`src/rtl/sensor_adc_sampler.sv`:
```
// sensor_adc_sampler
//   Periodically reads both channels of an MCP3002-style 10-bit SPI ADC
//   (CH0 = soil moisture, CH1 = ambient light), holds the latest pair and
//   registers threshold flags for the irrigation controller.
//
// Ports
//   i_clk          system clock, rising edge
//   i_rst_n        asynchronous active-low reset
//   i_start        single-cycle request for an immediate conversion
//   i_m_thresh_1   moisture "dry" threshold
//   i_m_thresh_2   moisture "very dry" threshold
//   i_l_thresh     light "dark" threshold
//   i_adc_miso     ADC serial data out
//   o_adc_sclk     SPI clock, mode 0
//   o_adc_cs_n     ADC chip select, active low
//   o_adc_mosi     ADC command bit
//   o_moisture     last moisture code
//   o_light        last light code
//   o_m_dry        moisture < i_m_thresh_1
//   o_m_very_dry   moisture < i_m_thresh_2
//   o_l_dark       light < i_l_thresh
//   o_sample_valid one-cycle pulse when readings and flags update
//   o_busy         high from trigger acceptance until sample_valid

module sensor_adc_sampler #(
    parameter int unsigned CLK_DIV       = 4,
    parameter int unsigned SAMPLE_PERIOD = 1000000
) (
    input  logic       i_clk,
    input  logic       i_rst_n,
    input  logic       i_start,
    input  logic [9:0] i_m_thresh_1,
    input  logic [9:0] i_m_thresh_2,
    input  logic [9:0] i_l_thresh,
    input  logic       i_adc_miso,
    output logic       o_adc_sclk,
    output logic       o_adc_cs_n,
    output logic       o_adc_mosi,
    output logic [9:0] o_moisture,
    output logic [9:0] o_light,
    output logic       o_m_dry,
    output logic       o_m_very_dry,
    output logic       o_l_dark,
    output logic       o_sample_valid,
    output logic       o_busy
);

    localparam int unsigned PerW = (SAMPLE_PERIOD > 1) ? $clog2(SAMPLE_PERIOD) : 1;
    localparam logic [PerW-1:0] PerLast = PerW'(SAMPLE_PERIOD - 1);
    localparam logic [7:0]      DivLast = 8'(CLK_DIV - 1);

    typedef enum logic [2:0] {
        StIdle,
        StCsSetup,
        StShift,
        StCsHold,
        StGap,
        StUpdate
    } state_e;

    state_e            r_state;
    logic [7:0]        r_div_cnt;
    logic [3:0]        r_bit_cnt;    // SCLK period index; rising edge number is r_bit_cnt+1
    logic              r_ch;
    logic [9:0]        r_shift;
    logic [9:0]        r_ch0_data;
    logic [9:0]        r_ch1_data;
    logic [PerW-1:0]   r_period_cnt;
    logic              r_period_hit;
    logic              r_sclk;
    logic              r_cs_n;
    logic              r_mosi;
    logic [9:0]        r_moisture;
    logic [9:0]        r_light;
    logic              r_m_dry;
    logic              r_m_very_dry;
    logic              r_l_dark;
    logic              r_sample_valid;
    logic              r_busy;

    logic              w_trigger;
    logic              w_div_done;

    // Command word, MSB first: start, single-ended, channel, MSB-first; zeros after.
    function automatic logic cmd_bit(input logic [3:0] idx, input logic ch);
        case (idx)
            4'd0, 4'd1, 4'd3: cmd_bit = 1'b1;
            4'd2:             cmd_bit = ch;
            default:          cmd_bit = 1'b0;
        endcase
    endfunction

    assign w_trigger  = (r_state == StIdle) && (i_start || r_period_hit);
    assign w_div_done = (r_div_cnt == DivLast);

    always_ff @(posedge i_clk or negedge i_rst_n) begin
        if (!i_rst_n) begin
            r_state        <= StIdle;
            r_div_cnt      <= '0;
            r_bit_cnt      <= '0;
            r_ch           <= 1'b0;
            r_shift        <= '0;
            r_ch0_data     <= '0;
            r_ch1_data     <= '0;
            r_period_cnt   <= '0;
            r_period_hit   <= 1'b0;
            r_sclk         <= 1'b0;
            r_cs_n         <= 1'b1;
            r_mosi         <= 1'b0;
            r_moisture     <= '0;
            r_light        <= '0;
            r_m_dry        <= 1'b0;
            r_m_very_dry   <= 1'b0;
            r_l_dark       <= 1'b0;
            r_sample_valid <= 1'b0;
            r_busy         <= 1'b0;
        end else begin
            r_sample_valid <= 1'b0;
            case (r_state)
                StIdle: begin
                    if (w_trigger) begin
                        r_state      <= StCsSetup;
                        r_cs_n       <= 1'b0;
                        r_sclk       <= 1'b0;
                        r_mosi       <= 1'b1;
                        r_busy       <= 1'b1;
                        r_div_cnt    <= '0;
                        r_bit_cnt    <= '0;
                        r_ch         <= 1'b0;
                        r_period_cnt <= '0;
                        r_period_hit <= 1'b0;
                    end else begin
                        if (r_period_cnt != PerLast) begin
                            r_period_cnt <= r_period_cnt + PerW'(1);
                        end
                        // Registered expiry: the trigger is taken the cycle after the
                        // counter sits at its terminal value.
                        r_period_hit <= (r_period_cnt == PerLast);
                    end
                end

                StCsSetup: begin
                    if (w_div_done) begin
                        r_div_cnt <= '0;
                        r_state   <= StShift;
                    end else begin
                        r_div_cnt <= r_div_cnt + 8'd1;
                    end
                end

                StShift: begin
                    if (!w_div_done) begin
                        r_div_cnt <= r_div_cnt + 8'd1;
                    end else begin
                        r_div_cnt <= '0;
                        if (!r_sclk) begin
                            r_sclk <= 1'b1;
                            // Edges 6..15 carry D9..D0; null bit and edge 16 are skipped.
                            if ((r_bit_cnt >= 4'd5) && (r_bit_cnt <= 4'd14)) begin
                                r_shift <= {r_shift[8:0], i_adc_miso};
                            end
                        end else begin
                            r_sclk <= 1'b0;
                            if (r_bit_cnt == 4'd15) begin
                                r_state <= StCsHold;
                                r_mosi  <= 1'b0;
                                if (r_ch) begin
                                    r_ch1_data <= r_shift;
                                end else begin
                                    r_ch0_data <= r_shift;
                                end
                            end else begin
                                r_bit_cnt <= r_bit_cnt + 4'd1;
                                r_mosi    <= cmd_bit(r_bit_cnt + 4'd1, r_ch);
                            end
                        end
                    end
                end

                StCsHold: begin
                    if (w_div_done) begin
                        r_div_cnt <= '0;
                        r_cs_n    <= 1'b1;
                        r_state   <= StGap;
                    end else begin
                        r_div_cnt <= r_div_cnt + 8'd1;
                    end
                end

                StGap: begin
                    if (w_div_done) begin
                        r_div_cnt <= '0;
                        if (!r_ch) begin
                            r_ch      <= 1'b1;
                            r_bit_cnt <= '0;
                            r_cs_n    <= 1'b0;
                            r_mosi    <= 1'b1;
                            r_state   <= StCsSetup;
                        end else begin
                            // Flags come from the shadows so they change with the readings.
                            r_moisture     <= r_ch0_data;
                            r_light        <= r_ch1_data;
                            r_m_dry        <= (r_ch0_data < i_m_thresh_1);
                            r_m_very_dry   <= (r_ch0_data < i_m_thresh_2);
                            r_l_dark       <= (r_ch1_data < i_l_thresh);
                            r_sample_valid <= 1'b1;
                            r_state        <= StUpdate;
                        end
                    end else begin
                        r_div_cnt <= r_div_cnt + 8'd1;
                    end
                end

                StUpdate: begin
                    r_busy  <= 1'b0;
                    r_ch    <= 1'b0;
                    r_state <= StIdle;
                end

                default: begin
                    r_state <= StIdle;
                end
            endcase
        end
    end

    assign o_adc_sclk     = r_sclk;
    assign o_adc_cs_n     = r_cs_n;
    assign o_adc_mosi     = r_mosi;
    assign o_moisture     = r_moisture;
    assign o_light        = r_light;
    assign o_m_dry        = r_m_dry;
    assign o_m_very_dry   = r_m_very_dry;
    assign o_l_dark       = r_l_dark;
    assign o_sample_valid = r_sample_valid;
    assign o_busy         = r_busy;

endmodule

```
`config.mk`:
```
export PLATFORM = sky130hd
export DESIGN_NAME = sensor_adc_sampler
export DESIGN_NICKNAME = d
export VERILOG_FILES = /design/src/rtl/sensor_adc_sampler.sv
export SDC_FILE = /design/constraint.sdc
export NUM_CORES = 1
export LEC_CHECK = 0
export ABC_AREA = 0
export CORE_UTILIZATION = 45
export DETAILED_ROUTE_END_ITERATION = 6
export PLACE_DENSITY = 0.75
export SKIP_CTS_REPAIR_TIMING = 1
export SYNTH_ARGS = -nofsm -noshare
export SYNTH_HDL_FRONTEND = slang
export SYNTH_SLANG_ARGS = --single-unit
```
`constraint.sdc`:
```
create_clock -name i_clk -period 5.7 [get_ports i_clk]
set_input_delay 0.57 -clock i_clk [delete_from_list [all_inputs] [get_ports i_clk]]
set_output_delay 0.57 -clock i_clk [all_outputs]
set_load 0.01 [all_outputs]
```
# ---- Yosys cells after proc, flatten, opt, wreduce, memory -nomap -nowiden
# Cells that the tools add are included.
dict set report totals {
  inputBits 34
  elab_cells 120
  output_inout_bits 28
  regBits 95
}
dict set report classes {
  mux 43
  n_eq_ne 21
  add_sub_neg 3
  n_lt_le_gt_ge 5
  n_reduce_logical 27
  bitwise 2
}
# cell count
set ops {}
lappend ops {{2-to-1 mux 20 bit} 2}
lappend ops {{less-than comparator 10 bit} 3}
lappend ops {{2-to-1 mux 3 bit} 8}
lappend ops {{2-to-1 mux 4 bit} 6}
lappend ops {{adder 20 x 1 -> 20 bit (second input constant)} 1}
lappend ops {{== test 20 bit (second input constant)} 1}
lappend ops {{inequality test 20 bit (second input constant)} 1}
lappend ops {{inequality test 2 bit (second input constant)} 9}
lappend ops {{2-to-1 mux 1 bit} 16}
lappend ops {{2-to-1 mux 8 bit} 2}
lappend ops {{case mux 8 bit (2 select lines)} 1}
lappend ops {{case mux 3 bit (5 select lines)} 1}
lappend ops {{AND reduction 5 bit} 3}
lappend ops {{AND reduction 7 bit} 2}
lappend ops {{case mux 4 bit (3 select lines)} 1}
lappend ops {{case mux 1 bit (3 select lines)} 3}
lappend ops {{AND reduction 3 bit} 3}
lappend ops {{nonzero test 3 bit} 3}
lappend ops {{adder 8 x 1 -> 8 bit (second input constant)} 1}
lappend ops {{== test 4 x 2 -> 1 bit (second input constant)} 2}
lappend ops {{== test 8 x 2 -> 1 bit (second input constant)} 1}
lappend ops {{nonzero test 2 bit} 4}
lappend ops {{== test 3 x 2 -> 1 bit (second input constant)} 2}
lappend ops {{== test 3 bit (second input constant)} 2}
lappend ops {{other kinds (17)} 23}

# ---- Depth between registers and ports, before layout
# Gate-level depths: netlist (run 1).
dict set report logic_depth {
  word_depth 8
  depth_mapped 7
  mapped_depth_nobuf 7
}

# ---- Worst setup path after synthesis (run 1)
# OpenSTA, ideal clock, no wires.
dict set report synth_path {
  path_type {register to register}
  from {reg r_div_cnt[0]}
  to {reg r_ch0_data[0]}
  t_arrival_ns 2.190
  setup_slack_ns 3.385
  path_buffers 0
  setup_time_ns 0.125
  path_stages_with_launch 6
  period_less_slack_ns 2.315
  required_time_ns 5.575
  path_cell_list {dfrtp_1 > ha_1 > or3b_2 > or2_4 > nor4_4 > mux2_2}
}
dict set report synth_between {
  elab_chain_len 2
}
# element line_no
set synth_rtl {}
lappend synth_rtl {{from (decl)} 62} ;# logic [7:0] r_div_cnt;
lappend synth_rtl {{from (signal assigned)} 147} ;# r_div_cnt <= r_div_cnt + 8'd1;
lappend synth_rtl {{from (signal assigned)} 153} ;# r_div_cnt <= r_div_cnt + 8'd1;
lappend synth_rtl {{from (signal assigned)} 186} ;# r_div_cnt <= r_div_cnt + 8'd1;
lappend synth_rtl {{== test 8 x 2 -> 1 bit} 94} ;# assign w_div_done = (r_div_cnt == DivLast);
lappend synth_rtl {{AND reduction 5 bit (no line)} --}
lappend synth_rtl {{to (signal assigned)} 170} ;# r_ch0_data <= r_shift;
lappend synth_rtl {{to (decl)} 66} ;# logic [9:0] r_ch0_data;
# Every way passes these cells.
# A chain may end at the register's enable or synchronous reset.

# ---- Final worst setup path (run 1)
dict set report layout_path {
  from {reg r_state[2]}
  to {reg r_period_cnt[18]}
}
dict set report layout_between {
  elab_chain_len 4
  elab_cells_between_ends 5
  classes_between {mux: 1; reduce/logical: 4}
}
# element line_no
set layout_rtl {}
lappend layout_rtl {{from (decl)} 61} ;# state_e r_state;
lappend layout_rtl {{from (signal assigned)} 98} ;# r_state <= StIdle;
lappend layout_rtl {{from (signal assigned)} 122} ;# r_state <= StCsSetup;
lappend layout_rtl {{from (signal assigned)} 145} ;# r_state <= StShift;
lappend layout_rtl {{zero test 3 bit (*)} {93, 119}}
lappend layout_rtl {{logical AND 1 bit} 93} ;# assign w_trigger = (r_state == StIdle) && (i_start || r_period_hit);
lappend layout_rtl {{nonzero test 2 bit (no line)} --}
lappend layout_rtl {{AND reduction 2 bit (no line)} --}
lappend layout_rtl {{to (signal assigned)} 134} ;# r_period_cnt <= r_period_cnt + PerW'(1);
lappend layout_rtl {{to (decl)} 68} ;# logic [PerW-1:0] r_period_cnt;
# Every way passes the cells marked *; elsewhere a longest branch is shown, timed or not.

==> out/metrics.yaml, run 1 <==
synthesis:
  ys_top_cells_by_area: "dfrtp_1, mux2_2, ha_1"
  ys_ff_latch: 95
  synth_area_leader_cell: "dfrtp_1"
  synth_top_area_share_pct: 46.8
  ys_seq_area_share_pct: 47.3
  syn_inst: 462
  synth_most_common_cell: "dfrtp_1"
  async_flop_share_pct: 100
  yosysUniqueCellTypes: 46
  synth-edff-count: 0
  synth.avg_cell_area_um2: 10.9
  synth_area_um2: 5030
  synthFlopType: "dfrtp_1"
  yosys_warnings: 0
  synth_commonest_cells: "dfrtp_1, mux2_2, ha_1"
  synth_nets: 532
timing:
  finalHoldViolCount: 0
  setup-tns-final_ns: 0
  fmax_ghz: 0.374
  slew_headroom_pct: 32.9
  fin_worst_skew_ns: 0.0140
  drv_slew: 0
  rsz0062_at_grt: "false"
  hold_ws_ns: 0.103
  worst_pin_slew_ns: 0.999
  min_period_over_period_pct: 46.9
  setup_violations: 0
  period_minus_slack_ns: 2.67
  fin_ws_ns: 3.03
floorplanning:
  coreArea_um2: 10800
  die_w_um: 108
  die-area_um2: 11600
  io_pins: 62
  start_util_pct: 46.4
  rows: 38
  die_h_um: 108
cts:
  numCtsBuffers: 9
  clkTransAtPathRegs_ns: 0.10
  cts.path.max_buffers: 2
  cts_max_level: 3
  clk_latency_ns: 0.37
  cts_sinks: 95
  cts_tree: "done"
  cts-root-buf: "clkbuf_8"
setup_path:
  ff2ff_path_depth: 5
  crit_path_end: "r_period_cnt[18]$_DFFE_PN0P_"
  r2r-end: "r_period_cnt[18]$_DFFE_PN0P_"
  path_max_fanout: 14
  r2r-start: "r_state[2]$_DFFE_PN0P_"
  critical_path_class: "reg2reg"
  crit_path_end_kind: "flop"
  crit_arrival_ns: 2.89
  startpoint: "r_state[2]$_DFFE_PN0P_"
  cp-start-kind: "flop"
  required_ns: 5.92
  r2r_setup_slack_ns: 3.03
global_route:
  grt_usage_pct: 19.7
  first_global_vias: 3783
  grt-ovfl-total: 0
  antenna_found_initial: 0
  grt_pass1_wl_um: 18000
  grt_max_degree: 69
final_layout:
  layout.nets: 593
  multiInputGateArea_um2: 2470
  drive_above_1_share_pct: 15.7
  syn2layout_area_growth_pct: 19.4
  antenna_cells: 0
  fillCellCount: 958
  seqCellArea_um2: 2380
detailed_routing:
  ant_nets: 0
  wl_um: 10300
  viasPerCell: 5.51
  first_iter_violations: 164
  vias: 3681
  post_drt_wl_per_cell_um: 15.4
  drcViolationCount: 0
  drt_first_pass_iters: 4
power:
  vdd_drop_max_mv: 0.119
  p_leak_nw: 2.99
  power-per-cell-area_nw_per_um2: 206
outcome:
  status: "finished clean"
placed_design:
  port_buffers: 61
  finalWeightedCongestion: 0.890
  place_hpwl_um: 7320
  dp_slack_ns: 3.05
job:
  max_cap_violations: 0
worst_hold_path:
  hold_path.class: "in2async"
-- registers in the layout, summed over array words and instances, names as in the netlist, 4 cells and up --
name	count
o_light	10
o_moisture	10
r_bit_cnt	4
r_ch0_data	10
r_ch1_data	10
r_div_cnt	8
r_period_cnt	20
r_shift	10
-- power by group --
| part | internal (W) | switching, W |
|---|---|---|
| clock network | 0.000264 | 0.000245 |
| logic | 0.0000267 | 0.0000275 |
| registers | 0.000674 | 0.000000306 |
| total | 0.000964 | 0.000273 |
-- through the flow --
step                      area (um2)  power, W  cells  util, %
after global routing            6000   0.00128    668     55.3
after CTS                       6000   0.00125    668     55.3
after detailed placement        5770  0.000743    652     53.2
after floorplan                 5030  0.000702    462        -
final                           6000   0.00124    668     55.3
after global placement          5770  0.000741    652     53.2
-- placed cells by master, fill, tap and decap left out, drive strengths merged, types with 10 or more instances in the layout --
cell	Yosys	final
inv	34	36
dfrtp	94	94
a21o	11	11
ha	36	36
o21ai	15	15
nor2	34	34
a21oi	19	19
nand2	33	33
clkbuf	12	11
nand4	19	19
mux2	51	51
xor2	11	11
clkdlybuf4s50	0	60
nand3	10	10
-- layer usage --
layer | vias to the layer above | part of all wire, % | track usage, %
met1 | 1805 | 45 | 25.4
met3 | 12 | 4.6 | 4.30
li1 | 1770 | - | -
met5 | - | 0 | 0
met2 | 94 | 50 | 33.4
met4 | 0 | 0.99 | 4.89
-- worst min-delay path by stage --
stage	slack (ns)	to
finish	0.10	o_light[8]$_DFFE_PN0P_
global route	0.11	o_light[8]$_DFFE_PN0P_
CTS	0.1	o_light[8]$_DFFE_PN0P_
detailed placement	0.48	o_m_very_dry$_DFFE_PN0P_
global placement	0.47	o_l_dark$_DFFE_PN0P_
floorplan	0.27	o_adc_mosi$_DFFE_PN0P_
-- worst max-delay path, stage by stage (launching register included) --
cell	delay, ns
dfrtp_1	0.55
nor3_1	0.81
nand4_1	0.51
nor4_1	0.45
xnor2_1	0.16
nor2_1	0.05
-- cells by family after synthesis --
| kind of cell | count (synthesis) | share of synthesized area [%] |
|---|---|---|
| mux | 52 | 11.9 |
| flops | 95 | 47.3 |
| xor+xnor | 20 | 3.49 |
| simple gates | 142 | 15.8 |
| fa+ha+maj | 36 | 8.96 |
| buf+inv | 46 | 3.44 |
| compound gates | 71 | 9.16 |
-- area by class of cell --
type | instances | share of cell area, %
flip-flops and latches | 95 | 39.6
well taps | 140 | 2.92
multi-input cells | 321 | 41.3
clock inverters | 5 | 1.44
inverters | 34 | 2.13
clock buffers | 11 | 2.36
repair buffers | 62 | 10.3
No activity file was read; power rests on OpenSTA's default activity.
==> run 2: changes to the inputs <==
Clock period 5.7 ns to 2.64 ns, I/O delays scaled along.
==> out/metrics.yaml, run 2 (synthesis gave the netlist of run 1 again) <==
setup_path:
  path_max_fanout: 10  # -4
  crit_family: "simple AND/OR/NAND/NOR gates"
  crit_path_end: "r_ch0_data[9]$_DFFE_PN0P_"
  critical_path_class: "reg2reg"
  crit_cells: 6  # +1
  crit_arrival_ns: 2.61  # -0.28 ns
  r2r-end: "r_ch0_data[9]$_DFFE_PN0P_"
  startpoint: "r_div_cnt[1]$_DFFE_PN0P_"
  crit_slowest_cell: "or3b_2"
  cp-start-kind: "flop"
  path_buf_inv: 1  # +1
  r2r_setup_slack_ns: 0.28  # -2.75 ns
  ff2ff_path_depth: 6  # +1
  required_ns: 2.89  # -3.03 ns
  r2r-start: "r_div_cnt[1]$_DFFE_PN0P_"
  path_cells: "ha_1 -> or3b_2 -> or2_4 -> nor4_4 -> buf_4 -> mux2_2"
  crit_path_end_kind: "flop"
  worst_path_largest_cell_delay_ns: 0.55  # -0.26 ns
timing:
  slew_headroom_pct: 65.4  # +32 points
  finalHoldViolCount: 0  # unchanged
  setup-tns-final_ns: 0  # unchanged
  min_period_over_period_pct: 89.5  # +43 points
  hold_ws_ns: 0.362  # +0.259 ns
  drv_slew: 0  # unchanged
  worst_pin_slew_ns: 0.517  # -0.482 ns
  rsz0062_at_grt: "false"
  fin_worst_skew_ns: 0.0115  # -0.00248 ns
  fmax_ghz: 0.423  # +13%
  period_minus_slack_ns: 2.36  # -0.308 ns
  fin_ws_ns: 0.277  # -2.75 ns
  setup_violations: 0  # unchanged
floorplanning:
  die_h_um: 108  # unchanged
  die_w_um: 108  # unchanged
  start_util_pct: 46.4  # unchanged
  rows: 38  # unchanged
  io_pins: 62  # unchanged
  die-area_um2: 11600  # unchanged
  coreArea_um2: 10800  # unchanged
power:
  vdd_drop_max_mv: 0.213  # +79%
  p_leak_nw: 3.03  # +1.2%
  seqPwrFrac_pct: 56.6  # +2.1 points
  power_w: 0.00257  # +110%
  swShare_pct: 22.1  # about the same
  pwr-share-comb_pct: 4.8  # +0.4 points
  power-per-cell-area_nw_per_um2: 425  # +110%
  p_switching_w: 0.000567  # +110%
  p_int_w: 0.00200  # +110%
  power_frac_clock_pct: 38.6  # -2.5 points
final_layout:
  fillCellCount: 937  # -2.2%
  design_area_um2: 6060  # +0.94%
  largest_register_ffs: 20  # unchanged
  syn2layout_area_growth_pct: 20.5
  layout.nets: 603  # +1.7%
  multiInputGateArea_um2: 2470  # unchanged
  antenna_cells: 0  # unchanged
  layout_common_cells: "dfrtp_1, clkdlybuf4s50_1, mux2_2"
  drive_above_1_share_pct: 17.1  # +1.4 points
  seqCellArea_um2: 2380  # unchanged
  top_register: "r_period_cnt"
  final_common_cell: "dfrtp_1"
cts:
  clk_latency_ns: 0.36  # about the same
  numCtsBuffers: 9  # unchanged
  cts_sinks: 95  # unchanged
  cts_tree: "done"
  cts_max_level: 3  # unchanged
  clkTransAtPathRegs_ns: 0.10  # about the same
  cts.path.max_buffers: 2  # unchanged
  cts-root-buf: "clkbuf_8"
worst_hold_path:
  hold_path.class: "in2async"
global_route:
  grt-ovfl-total: 0  # unchanged
  grt_max_degree: 33  # -52%
  antenna_found_initial: 0  # unchanged
  grt_usage_pct: 19.4  # -0.24 points
  first_global_vias: 3847  # +1.7%
  grt_pass1_wl_um: 17700  # -1.6%
outcome:
  status: "finished clean"
detailed_routing:
  ant_nets: 0  # unchanged
  wl_um: 10400  # +0.94%
  drt_first_pass_iters: 4  # unchanged
  viasPerCell: 5.51  # about the same
  drcViolationCount: 0  # unchanged
  vias: 3729  # +1.3%
  first_iter_violations: 136  # -17%
  post_drt_wl_per_cell_um: 15.4  # -0.40%
placed_design:
  postPlaceCellArea_um2: 5840  # +1.2%
  dp_slack_ns: 0.165  # -2.89 ns
  place_hpwl_um: 7700  # +5.2%
  finalWeightedCongestion: 0.904  # +1.6%
  port_buffers: 61  # unchanged
job:
  max_cap_violations: 0  # unchanged
-- run 2: cell count changes in the layout (fill, tap and decap cells not counted), sizes merged --
cell,delta
clkinvlp,+1
bufinv,-1
inv,-2
dlygate4sd3,+1
clkinv,+1
buf,+9
-- run 2: worst register-to-register path, cell delays in order (launching register included) --
cell and delay [ns]:
dfrtp_1 0.39, ha_1 0.19, or3b_2 0.55, or2_4 0.29, nor4_4 0.25, buf_4 0.23, mux2_2 0.36
-- run 2: area by class of cell --
type	count	area share (%)
clock buffer	11	2.50
sequential	95	39.3
clock inverter	4	0.909
tap	140	2.89
multi-input combinational	321	40.9
inverter	34	2.11
timing repair buffer	72	11.4
-- run 2: worst min path at each step --
| stage | endpoint | slack (ns) | cells past startpoint |
|---|---|---|---|
| 4_1_cts | r_ch1_data[9]$_DFFE_PN0P_ | -0.18 | 1 |
| 6_report | r_ch1_data[9]$_DFFE_PN0P_ | 0.36 | 2 |
| 3_3_place_gp | o_light[7]$_DFFE_PN0P_ | 0.23 | 1 |
| 5_1_grt | r_ch1_data[9]$_DFFE_PN0P_ | 0.39 | 2 |
| 2_1_floorplan | o_adc_mosi$_DFFE_PN0P_ | -0.03 | 0 |
| 3_5_place_dp | r_ch1_data[9]$_DFFE_PN0P_ | 0.22 | 1 |
-- run 2: stage by stage --
stage,cells,util [%]
after floorplan,462,-
after global placement,661,53.9
after detailed placement,661,53.9
after CTS,676,55.8
after global routing,677,55.9
final,677,55.9
-- run 2: power by group through the flow --
| stage | registers [W] | clock network (W) | logic, W |
|---|---|---|---|
| after floorplan | 0.00148 | 0 | 0.0000307 |
| after global placement | 0.00148 | 0 | 0.000119 |
| after detailed placement | 0.00148 | 0 | 0.000124 |
| after CTS | 0.00146 | 0.00102 | 0.000126 |
| after global routing | 0.00146 | 0.00108 | 0.000139 |
| final | 0.00146 | 0.000993 | 0.000122 |
-- run 2: layer usage --
metal | up-vias | global-route usage (%) | wire length, um
li1 | 1793 | - | -
met1 | 1844 | 24.7 | 4610
met2 | 86 | 33.5 | 5300
met3 | 6 | 3.75 | 431
met4 | 0 | 5.48 | 57
met5 | - | 0 | 0
==> run 3: changes to the inputs <==
Settings changed: TNS_END_PERCENT set to 50.
==> results of run 3 <==
The final DEF is identical to that of run 2; final timing and power are the same.
